==> src/rtl/traffic_light_monitor.sv <==
// Passive safety/protocol checker for the highway/country traffic controller.
// Samples X/H/C every clock and raises sticky error flags plus event counters.
module traffic_light_monitor #(
    parameter int unsigned YELLOW_MIN = 3,
    parameter int unsigned MAX_WAIT   = 16,
    parameter int unsigned CNT_W      = 8
) (
    input  logic             clock,
    input  logic             clear,
    input  logic             X,
    input  logic [1:0]       H,
    input  logic [1:0]       C,
    output logic             err_conflict,
    output logic             err_sequence,
    output logic             err_timing,
    output logic             err_spurious,
    output logic             err_starve,
    output logic             err_pulse,
    output logic [CNT_W-1:0] err_count,
    output logic [CNT_W-1:0] country_phases
);

    localparam int unsigned YW = $clog2(YELLOW_MIN + 1);
    localparam int unsigned WW = $clog2(MAX_WAIT + 1);

    localparam logic [1:0] RED = 2'd0;
    localparam logic [1:0] YEL = 2'd1;
    localparam logic [1:0] GRN = 2'd2;
    localparam logic [1:0] BAD = 2'd3;

    logic [1:0]    prev_h, prev_c;
    logic [YW-1:0] ydw_h, ydw_c;
    logic [WW-1:0] wait_cnt;
    logic          x_seen;

    logic [1:0]       prev_h_nxt, prev_c_nxt;
    logic [YW-1:0]    ydw_h_nxt, ydw_c_nxt;
    logic [WW-1:0]    wait_nxt;
    logic             x_seen_nxt;
    logic             v_conflict, v_sequence, v_timing, v_spurious, v_starve, v_any;
    logic [CNT_W-1:0] err_count_nxt, phases_nxt;

    // An invalid previous code carries no history, so the recovery step is not judged.
    function automatic logic step_ok(input logic [1:0] p, input logic [1:0] c);
        return (p == c) || (p == BAD) ||
               (p == RED && c == GRN) || (p == GRN && c == YEL) || (p == YEL && c == RED);
    endfunction

    // Violation detection and next-state for all tracking registers
    always_comb begin
        v_conflict = (H != RED) && (C != RED);
        v_sequence = !step_ok(prev_h, H) || !step_ok(prev_c, C) || (H == BAD) || (C == BAD);
        v_timing   = (prev_h == YEL && H == RED && ydw_h < YW'(YELLOW_MIN)) ||
                     (prev_c == YEL && C == RED && ydw_c < YW'(YELLOW_MIN));
        v_spurious = (prev_c == RED) && (C == GRN) && !x_seen && !X;
        v_starve   = X && (C == RED) && (wait_cnt == WW'(MAX_WAIT - 1));
        v_any      = v_conflict | v_sequence | v_timing | v_spurious | v_starve;

        prev_h_nxt = H;
        prev_c_nxt = C;

        ydw_h_nxt = '0;
        if (H == YEL)
            ydw_h_nxt = (ydw_h == YW'(YELLOW_MIN)) ? ydw_h : ydw_h + YW'(1);
        ydw_c_nxt = '0;
        if (C == YEL)
            ydw_c_nxt = (ydw_c == YW'(YELLOW_MIN)) ? ydw_c : ydw_c + YW'(1);

        wait_nxt = '0;
        if (X && C == RED)
            wait_nxt = (wait_cnt == WW'(MAX_WAIT)) ? wait_cnt : wait_cnt + WW'(1);

        // A car seen in the very sample where highway green starts still counts.
        x_seen_nxt = X | (x_seen & !(prev_h == RED && H == GRN));

        err_count_nxt = err_count;
        if (v_any && err_count != '1)
            err_count_nxt = err_count + CNT_W'(1);

        phases_nxt = country_phases;
        if (prev_c == YEL && C == RED)
            phases_nxt = country_phases + CNT_W'(1);
    end

    always_ff @(posedge clock) begin
        if (clear) begin
            prev_h         <= GRN;
            prev_c         <= RED;
            ydw_h          <= '0;
            ydw_c          <= '0;
            wait_cnt       <= '0;
            x_seen         <= 1'b0;
            err_conflict   <= 1'b0;
            err_sequence   <= 1'b0;
            err_timing     <= 1'b0;
            err_spurious   <= 1'b0;
            err_starve     <= 1'b0;
            err_pulse      <= 1'b0;
            err_count      <= '0;
            country_phases <= '0;
        end else begin
            prev_h         <= prev_h_nxt;
            prev_c         <= prev_c_nxt;
            ydw_h          <= ydw_h_nxt;
            ydw_c          <= ydw_c_nxt;
            wait_cnt       <= wait_nxt;
            x_seen         <= x_seen_nxt;
            err_conflict   <= err_conflict | v_conflict;
            err_sequence   <= err_sequence | v_sequence;
            err_timing     <= err_timing   | v_timing;
            err_spurious   <= err_spurious | v_spurious;
            err_starve     <= err_starve   | v_starve;
            err_pulse      <= v_any;
            err_count      <= err_count_nxt;
            country_phases <= phases_nxt;
        end
    end

endmodule

==> config.mk <==
export PLATFORM = sky130hd
export DESIGN_NAME = traffic_light_monitor
export DESIGN_NICKNAME = d
export VERILOG_FILES = /design/src/rtl/traffic_light_monitor.sv
export SDC_FILE = /design/constraint.sdc
export NUM_CORES = 1
export LEC_CHECK = 0
export CELL_PAD_IN_SITES_DETAIL_PLACEMENT = 1
export CELL_PAD_IN_SITES_GLOBAL_PLACEMENT = 1
export CORE_MARGIN = 3
export CORE_UTILIZATION = 39
export DETAILED_ROUTE_END_ITERATION = 10
export GPL_TIMING_DRIVEN = 0
export PLACE_DENSITY_LB_ADDON = 0.2
export SYNTH_ARGS = -nofsm -noshare
export SYNTH_HDL_FRONTEND = slang
export SYNTH_SLANG_ARGS = --single-unit
==> constraint.sdc <==
create_clock -name clock -period 2.5 [get_ports clock]
set_input_delay 0.5 -clock clock [delete_from_list [all_inputs] [get_ports clock]]
set_output_delay 0.5 -clock clock [all_outputs]
set_load 0.01 [all_outputs]
==> summary.txt, run 1 <==
Drt pass-1 iters = 4
Max-slew violations = 0
Slew HR = 42.0%
DR WL/cell = 14.7 um
Horiz. Die Dim = 70.2 um
Largest net degree at the start of global routing = 11
Final hold violations = 0
Tightest Pin Transition = 0.858 ns
Routability cong. = 0.780
Final setup fails = 0
Worst Setup EP = err_count[5]
CP max stage cell = clkdlybuf4s50_1
Gr busiest metal = met2
Buffers and inverters on the worst path = 1
Kind of critical path = primary input to register
Via count = 1308
Crit path max-delay family = buffers and inverters
Antenna Cells = 0
# fillers = 433
Sequential cell area = 721 um2
Achievable Freq = 0.417 GHz
Critical path peak fanout = 7
M2 GR Usage = 29.1%
HPWL Detailed = 2.76 mm
Total CTS buffers = 5
Clk_skew = 0.00257 ns
Cell count along the critical path = 7
Ys Warns = 0
CP cell instances = clkdlybuf4s50_1 > nor4b_4 > a32o_1 > nor4_4 > a21oi_4 > nand4_1 > mux2_1
Initial antenna violation count = 0
Mapped Area = 0.00161 mm2
CP arrival = 2.57 ns
Commonest cells after routing, fill and taps aside = nor2_1 (39), dfxtp_1 (36), clkdlybuf4s50_1 (26)
Worst Hold Depth = 2
Total track usage = 17.1%
Setup TNS = 0 ns
Latest clock arrival within the worst-skew pair = 0.28 ns
Area of the multi-input gates = 843 um2
Num ports = 29
Routed Antenna Nets = 0
Number of nets in the layout = 219
Max cap viols = 0
Total gr overflow = 0
Register bit total from synthesis = 36
H-tree lvl count = 2
Setup crit start kind = primary input
Met3 usage = 5.76%
Setup crit end kind = register
Routed WL = 3.74 mm
Synthesis-to-layout area growth = 26.8%
CP max stage delay = 0.67 ns
Initial Utilization = 42.3%
Die Height = 70.2 um
Syn nets = 184
Die footprint = 0.00492 mm2
Seq/Total Area, Yosys = 44.9%
Core area = 0.00380 mm2
Status = completed
I/O Buffers = 27
Mapped Cells = 170
Hold WC Path Type = register to register
Clk slew on worst S/H paths = 0.07 ns
First-pass GRT wire length = 6.93 mm
Post-Route Utilization = 53.6%
CP Data Required Time = 2.67 ns
Critical path launch point = C[0]
Share of post-route cells with drive strength above 1 = 7.28%
Crit path time final = 2.40 ns
Clk buf depth = 2
Worst reg-to-reg path cell count = 8
Most common cell after layout, fill and taps aside = nor2_1
Row Count = 22
R2r startpoint = wait_cnt[1]
Library cells used by synthesis = 35
Reg-to-reg setup timing slack = 0.30 ns
P_leak = 0.810 nW
CTS root buffer = clkbuf_8
CTS Sinks = 36
DR iter-0 viols = 26
Worst r2r dst = err_count[5]
Number of global-route vias before repair = 1505
Via/cell ratio = 5.15
Power Density = 567 mW/mm2
Peak VDD IR = 0.000323 V
Final period util = 95.9%
Met1 Usage GRT = 20.6%
# DRC = 0
Syn avg cell area = 9.44 um2
RSZ-0062 raised after global routing = no
TritonCTS clock tree = yes
==> worst min-delay path by stage <==
stage | from | end | slack (ns)
after floorplan | x_seen | x_seen | 0.45
after global placement | err_sequence | err_sequence | 0.45
after detailed placement | err_spurious | err_spurious | 0.47
after CTS | err_sequence | err_sequence | 0.48
after global routing | err_timing | err_timing | 0.51
final | err_sequence | err_sequence | 0.48
==> cells in the mapped netlist <==
master	instances	share of area, %
o41ai_1	1	0.55
a21oi_1	5	1.6
o311ai_0	1	0.55
a211oi_1	1	0.47
nand2b_1	1	0.39
a21oi_4	1	1.0
nor4_4	1	1.3
inv_1	8	1.9
nand3b_1	1	0.47
o211a_1	2	1.2
nor2_1	39	9.1
nor3_4	1	1.0
and3_1	5	1.9
ha_1	7	5.5
nand2_1	7	1.6
or2_2	1	0.39
xnor2_1	6	3.3
a31o_2	2	1.1
mux2_1	1	0.70
o21bai_1	1	0.47
and2_1	1	0.39
nor4b_4	1	1.5
dfxtp_1	36	45
nor4b_1	2	1.1
a32o_1	1	0.62
nand3_1	6	1.9
clkbuf_1	3	0.70
nand4_1	3	1.2
a221oi_1	2	1.1
nor2b_1	6	2.3
o21ai_0	1	0.31
and4_1	1	0.55
xor2_1	8	4.4
mux2i_1	6	3.7
or4b_4	1	0.86
==> stage by stage <==
step	hold WS [ns]	worst slack (ns)	total power (W)	area (um2)	instances
2_1_floorplan	0.453	0.454	0.000687	1610	170
3_3_place_gp	0.448	-0.348	0.000735	1940	245
3_5_place_dp	0.467	-0.424	0.000745	1940	245
4_1_cts	0.482	0.0429	0.00117	2030	254
5_1_grt	0.510	0.00121	0.00122	2040	254
6_report	0.476	0.104	0.00116	2040	254
==> timing repair <==
item / CTS / global route
gates resized for setup: 1 / 1
hold buffers: 0 / 0
setup endpoints to repair: 3 / 1
buffers inserted: 1 / 0
pin swaps: 1 / 0
==> per-layer routing <==
layer	wire length [um]	vias to the layer above
met2	1860	31
li1	-	654
met4	27	0
met1	1680	619
met3	172	4
met5	0	-
==> state kept, by name, summed over array words and instances, names as in the netlist <==
signal and count:
ydw_h 2, err_pulse 1, err_spurious 1, err_count 8, country_phases 8, prev_h 2
ydw_c 2, err_sequence 1, err_conflict 1, err_starve 1, x_seen 1, wait_cnt 5
err_timing 1, prev_c 2
==> layout make-up <==
type / instances / share of cell area (%)
Buffer: 3 / 0.553
Clock buffer: 8 / 4.43
Inverter: 8 / 1.48
Multi-Input combinational cell: 123 / 41.4
Sequential cell: 36 / 35.4
Tap cell: 48 / 2.95
Timing Repair Buffer: 28 / 13.8
==> logic make-up after synthesis <==
group / count (synthesis) / synth area share, %
AO/OA/AOI/OAI: 18 / 8.96
XOR/XNOR: 14 / 7.64
AND/OR/NAND/NOR: 77 / 26.0
adder cells (fa/ha/maj): 7 / 5.46
multiplexers: 7 / 4.44
buffers and inverters: 11 / 2.57
flip-flops: 36 / 44.9
==> report_power, final <==
group / switching [W] / leakage, nW / internal (W) / total [W]
Clock: 0.000199 / 0.0455 / 0.000225 / 0.000424
Sequential: 0.0000182 / 0.294 / 0.000593 / 0.000611
Combinational: 0.0000609 / 0.471 / 0.0000592 / 0.000120
Total: 0.000278 / 0.810 / 0.000877 / 0.00116
==> worst register-to-register path: stages, from the launching register on <==
cell,delay [ns]
dfxtp_1,0.34
ha_1,0.21
and3_1,0.19
ha_1,0.17
and3_1,0.20
nor4_4,0.38
a21oi_4,0.15
nand4_1,0.12
mux2_1,0.32
(Power assumes the default switching activity.)
==> run 2, diff against run 1 <==
--- a/config.mk
+++ b/config.mk
@@ -7,7 +7,7 @@
 export LEC_CHECK = 0
 export CELL_PAD_IN_SITES_DETAIL_PLACEMENT = 1
 export CELL_PAD_IN_SITES_GLOBAL_PLACEMENT = 1
-export CORE_MARGIN = 3
+export CORE_MARGIN = 5
 export CORE_UTILIZATION = 39
 export DETAILED_ROUTE_END_ITERATION = 10
 export GPL_TIMING_DRIVEN = 0
==> summary.txt, run 2 (synthesis results as in run 1) <==
Power Density = 565 mW/mm2 (-0.41%)
Antenna Cells = 0 (unchanged)
DR WL/cell = 14.6 um (-0.65%)
Fin cells = 256 (+0.79%)
Routability cong. = 0.894 (+15%)
Initial antenna violation count = 0 (unchanged)
HPWL Detailed = 2.89 mm (+4.7%)
Via count = 1294 (-1.1%)
Final hold violations = 0 (unchanged)
I/O Buffers = 27 (unchanged)
# DRC = 0 (unchanged)
Routed Antenna Nets = 0 (unchanged)
Slew HR = 48.4% (+6.3 points)
Max cap viols = 0 (unchanged)
RSZ-0062 raised after global routing = no
Total CTS buffers = 5 (unchanged)
Number of nets in the layout = 219 (unchanged)
Setup crit start kind = primary input
Die footprint = 0.00550 mm2 (+12%)
Crit path time final = 2.37 ns (-0.0276 ns)
Reg-to-reg setup timing slack = 0.33 ns (+0.03 ns)
Critical path peak fanout = 7 (unchanged)
Post-Route Utilization = 51.1% (-2.5 points)
Clk slew on worst S/H paths = 0.07 ns (about the same)
Num ports = 29 (unchanged)
Total track usage = 15.4% (-1.7 points)
Peak VDD IR = 0.000362 V (+12%)
Final setup fails = 0 (unchanged)
Total gr overflow = 0 (unchanged)
DR iter-0 viols = 41 (+58%)
Routed WL = 3.75 mm (+0.13%)
CTS Sinks = 36 (unchanged)
Largest regs = country_phases x8, err_count x8, wait_cnt x5
Final period util = 94.8% (-1.1 points)
CTS root buffer = clkbuf_8
Worst reg-to-reg path cell count = 8 (unchanged)
Tightest Pin Transition = 0.764 ns (-0.0938 ns)
Number of global-route vias before repair = 1451 (-3.6%)
Commonest cells after routing, fill and taps aside = nor2_1 (38), dfxtp_1 (36), clkdlybuf4s50_1 (25)
Latest clock arrival within the worst-skew pair = 0.28 ns (about the same)
Clk_skew = 0.00264 ns (+0.0000703 ns)
Fin Hold WS = 0.453 ns (-0.0231 ns)
Dpl cells = 247 (+0.82%)
Clk buf depth = 2 (unchanged)
P_leak = 0.819 nW (+1.1%)
Row Count = 23 (+4.5%)
Status = completed
Worst r2r dst = err_count[5]
Worst Hold End = err_sequence
Via/cell ratio = 5.05 (-1.8%)
Achievable Freq = 0.422 GHz (+1.2%)
Worst Hold Depth = 2 (unchanged)
First-pass GRT wire length = 6.62 mm (-4.5%)
TritonCTS clock tree = yes
Horiz. Die Dim = 74.2 um (+5.7%)
Share of post-route cells with drive strength above 1 = 7.77% (+0.49 points)
Hold Startpoint = err_sequence
Largest net degree at the start of global routing = 11 (unchanged)
Setup crit end kind = register
CP Data Required Time = 2.67 ns (about the same)
H-tree lvl count = 2 (unchanged)
Most common cell after layout, fill and taps aside = nor2_1
Drt pass-1 iters = 4 (unchanged)
Die Height = 74.2 um (+5.7%)
Hold WC Path Type = register to register
Synthesis-to-layout area growth = 27.3%
Max-slew violations = 0 (unchanged)
Kind of critical path = primary input to register
R2r startpoint = wait_cnt[1]
CP arrival = 2.54 ns (-0.03 ns)
Core area = 0.00400 mm2 (+5.3%)
Total power = 0.00115 W (about the same)
Initial Utilization = 40.1% (-2.1 points)
-- run 2: how the worst max path moves through the flow --
stage               start      endpoint  cells past startpoint
global placement     C[0]  err_count[5]                      7
global route            X  err_count[5]                      7
CTS                  C[1]  err_count[5]                      7
detailed placement   C[0]  err_count[5]                      7
floorplan               X  err_count[5]                      6
finish                  X  err_count[5]                      7
-- run 2: stage by stage --
stage | area [um2] | TNS (ns) | setup slack [ns]
2_1_floorplan | 1610 | 0 | 0.454
3_3_place_gp | 1940 | -1.69 | -0.344
3_5_place_dp | 1940 | -2.19 | -0.402
4_1_cts | 2040 | 0 | 0.0404
5_1_grt | 2040 | 0 | 0.0283
6_report | 2040 | 0 | 0.131
-- run 2: what timing repair did --
action / 4_1_cts / 5_1_grt
setup buffers: 1 / 0
setup endpoints to repair: 2 / 2
cloned: 0 / 0
hold buffers: 0 / 0
pin swaps: 1 / 0
gates resized for setup: 0 / 3
endpoints found under the hold margin: 0 / 0
-- run 2: metal layers --
layer / part of all wire, % / up-vias / GRT usage [%]
met2: 49 / 23 / 25.7
li1: - / 651 / -
met3: 4.2 / 6 / 5.27
met1: 45 / 614 / 18.9
met4: 1.5 / 0 / 4.23
met5: 0 / - / 0
-- run 2: worst max-delay path, stage by stage --
cell and delay (ns):
clkdlybuf4s50_1 0.48, or4b_4 0.56, nor3_4 0.19, nor4_4 0.10, a21oi_4 0.27, nand4_1 0.13, mux2_1 0.31
-- run 2: area by class of cell --
| type | count | area, um2 |
|---|---|---|
| Buffer | 3 | 11.3 |
| Inverter | 8 | 30.0 |
| Tap cell | 50 | 62.6 |
| Fill cell | 469 | 1960 |
| Timing Repair Buffer | 28 | 283 |
| Sequential cell | 36 | 721 |
| Clock buffer | 8 | 90.1 |
| Multi-Input combinational cell | 123 | 846 |
-- run 2: report_power, final --
| part | switching [W] | leakage, nW | internal, W |
|---|---|---|---|
| sequential | 0.0000178 | 0.294 | 0.000593 |
| combinational | 0.0000608 | 0.480 | 0.0000590 |
| clock | 0.000200 | 0.0455 | 0.000225 |
| total | 0.000278 | 0.819 | 0.000877 |
==> run 3, diff against run 2 <==
--- a/config.mk
+++ b/config.mk
@@ -5,13 +5,16 @@
 export SDC_FILE = /design/constraint.sdc
 export NUM_CORES = 1
 export LEC_CHECK = 0
+export ABC_CLOCK_PERIOD_IN_PS = 2500
 export CELL_PAD_IN_SITES_DETAIL_PLACEMENT = 1
 export CELL_PAD_IN_SITES_GLOBAL_PLACEMENT = 1
 export CORE_MARGIN = 5
 export CORE_UTILIZATION = 39
+export CTS_CLUSTER_SIZE = 24
 export DETAILED_ROUTE_END_ITERATION = 10
 export GPL_TIMING_DRIVEN = 0
 export PLACE_DENSITY_LB_ADDON = 0.2
+export SKIP_CTS_REPAIR_TIMING = 1
 export SYNTH_ARGS = -nofsm -noshare
 export SYNTH_HDL_FRONTEND = slang
 export SYNTH_SLANG_ARGS = --single-unit
==> summary.txt, run 3 (synthesis results as in run 1) <==
Largest net degree at the start of global routing = 11 (unchanged)
Worst reg-to-reg path cell count = 8 (unchanged)
Antenna Cells = 0 (unchanged)
Drt pass-1 iters = 4 (unchanged)
Setup crit end kind = register
Critical path peak fanout = 7 (unchanged)
Total gr overflow = 0 (unchanged)
DR iter-0 viols = 45 (+9.8%)
Die footprint = 0.00550 mm2 (unchanged)
Total CTS buffers = 5 (unchanged)
Fin Hold WS = 0.453 ns (+0.0000140 ns)
Most common cell after layout, fill and taps aside = nor2_1
Share of post-route cells with drive strength above 1 = 7.77% (unchanged)
Latest clock arrival within the worst-skew pair = 0.28 ns (about the same)
Setup crit start kind = primary input
Max-slew violations = 0 (unchanged)
Achievable Freq = 0.419 GHz (-0.73%)
Total power = 0.00116 W (about the same)
# DRC = 0 (unchanged)
Die Height = 74.2 um (unchanged)
Final setup fails = 0 (unchanged)
Initial Utilization = 40.1% (unchanged)
Clk slew on worst S/H paths = 0.07 ns (about the same)
P_leak = 0.810 nW (-1.1%)
Crit path time final = 2.39 ns (+0.0174 ns)
Kind of critical path = primary input to register
CTS Sinks = 36 (unchanged)
Via/cell ratio = 5.05 (unchanged)
Hold WC Path Type = register to register
Clk buf depth = 2 (unchanged)
CP max stage delay = 0.69 ns (+0.13 ns)
Routed WL = 3.74 mm (about the same)
Row Count = 23 (unchanged)
Peak VDD IR = 0.000362 V (about the same)
Final hold violations = 0 (unchanged)
CP cell instances = clkdlybuf4s50_1 > nor4b_4 > a32o_1 > nor4_4 > a21oi_4 > nand4_1 > mux2_1
Commonest cells after routing, fill and taps aside = nor2_1 (38), dfxtp_1 (36), clkdlybuf4s50_1 (26)
Initial antenna violation count = 0 (unchanged)
Hold Startpoint = err_sequence
CTS root buffer = clkbuf_8
Number of global-route vias before repair = 1449 (-0.14%)
First-pass GRT wire length = 6.58 mm (-0.63%)
HPWL Detailed = 2.89 mm (unchanged)
Area of the multi-input gates = 846 um2 (unchanged)
Worst Hold Depth = 2 (unchanged)
Core area = 0.00400 mm2 (unchanged)
Synthesis-to-layout area growth = 27.1%
H-tree lvl count = 2 (unchanged)
I/O Buffers = 27 (unchanged)
Max cap viols = 0 (unchanged)
Num ports = 29 (unchanged)
Slew HR = 48.4% (unchanged)
Routed Antenna Nets = 0 (unchanged)
Via count = 1294 (unchanged)
TritonCTS clock tree = yes
Critical path launch point = C[0]
DR WL/cell = 14.6 um (about the same)
CP Data Required Time = 2.67 ns (about the same)
Routability cong. = 0.894 (unchanged)
Horiz. Die Dim = 74.2 um (unchanged)
CP arrival = 2.56 ns (+0.02 ns)
# fillers = 472 (+0.64%)
R2r startpoint = wait_cnt[1]
Clk_skew = 0.00190 ns (-0.000738 ns)
CP max stage cell = clkdlybuf4s50_1
Total track usage = 15.3% (-0.11 points)
Sequential cell area = 721 um2 (unchanged)
Number of nets in the layout = 219 (unchanged)
Status = completed
Final period util = 95.5% (+0.70 points)
Largest regs = country_phases x8, err_count x8, wait_cnt x5
Power Density = 566 mW/mm2 (+0.20%)
Tightest Pin Transition = 0.764 ns (unchanged)
## run 3: final timing paths
kind | endpoint | slack (ns)
worst max register to register | err_count[5] | 0.33
worst min-delay path | err_sequence | 0.45
worst max-delay path | err_count[5] | 0.11
worst min register to register | err_sequence | 0.45
## run 3: cell type report
cell class                      instances  share of cell area, %
Timing Repair Buffer                   28                   13.7
Buffer                                  3                  0.552
Sequential cell                        36                   35.3
Multi-Input combinational cell        123                   41.4
Tap cell                               50                   3.07
Inverter                                8                   1.47
Clock buffer                            8                   4.41
## run 3: stage by stage
| stage | instance area, um2 | worst slack (ns) | std cells | util (%) | setup TNS (ns) |
|---|---|---|---|---|---|
| 2_1_floorplan | 1610 | 0.454 | 170 | - | 0 |
| 3_3_place_gp | 1940 | -0.344 | 247 | 48.5 | -1.69 |
| 3_5_place_dp | 1940 | -0.402 | 247 | 48.5 | -2.19 |
| 4_1_cts | 2030 | -0.122 | 255 | 50.7 | -0.178 |
| 5_1_grt | 2040 | -0.000931 | 256 | 51.0 | -0.000931 |
| 6_report | 2040 | 0.114 | 256 | 51.0 | 0 |
## run 3: worst max-delay path: cells and delay by family
kind | cells | cell delay [ns]
buffers and inverters | 1 | 0.69
AO/OA/AOI/OAI | 2 | 0.43
AND/OR/NAND/NOR | 3 | 0.63
multiplexers | 1 | 0.31
## run 3: routing by layer
layer	up-vias	routed length, um	track usage, %
met4	0	57	5.03
met5	-	0	0
met2	23	1860	25.1
met3	6	155	5.27
met1	613	1670	18.7
li1	652	-	-
## run 3: power breakdown
part	internal [W]	switching, W	total [W]
registers	0.000593	0.0000178	0.000611
clock network	0.000225	0.000200	0.000425
logic	0.0000591	0.0000608	0.000120
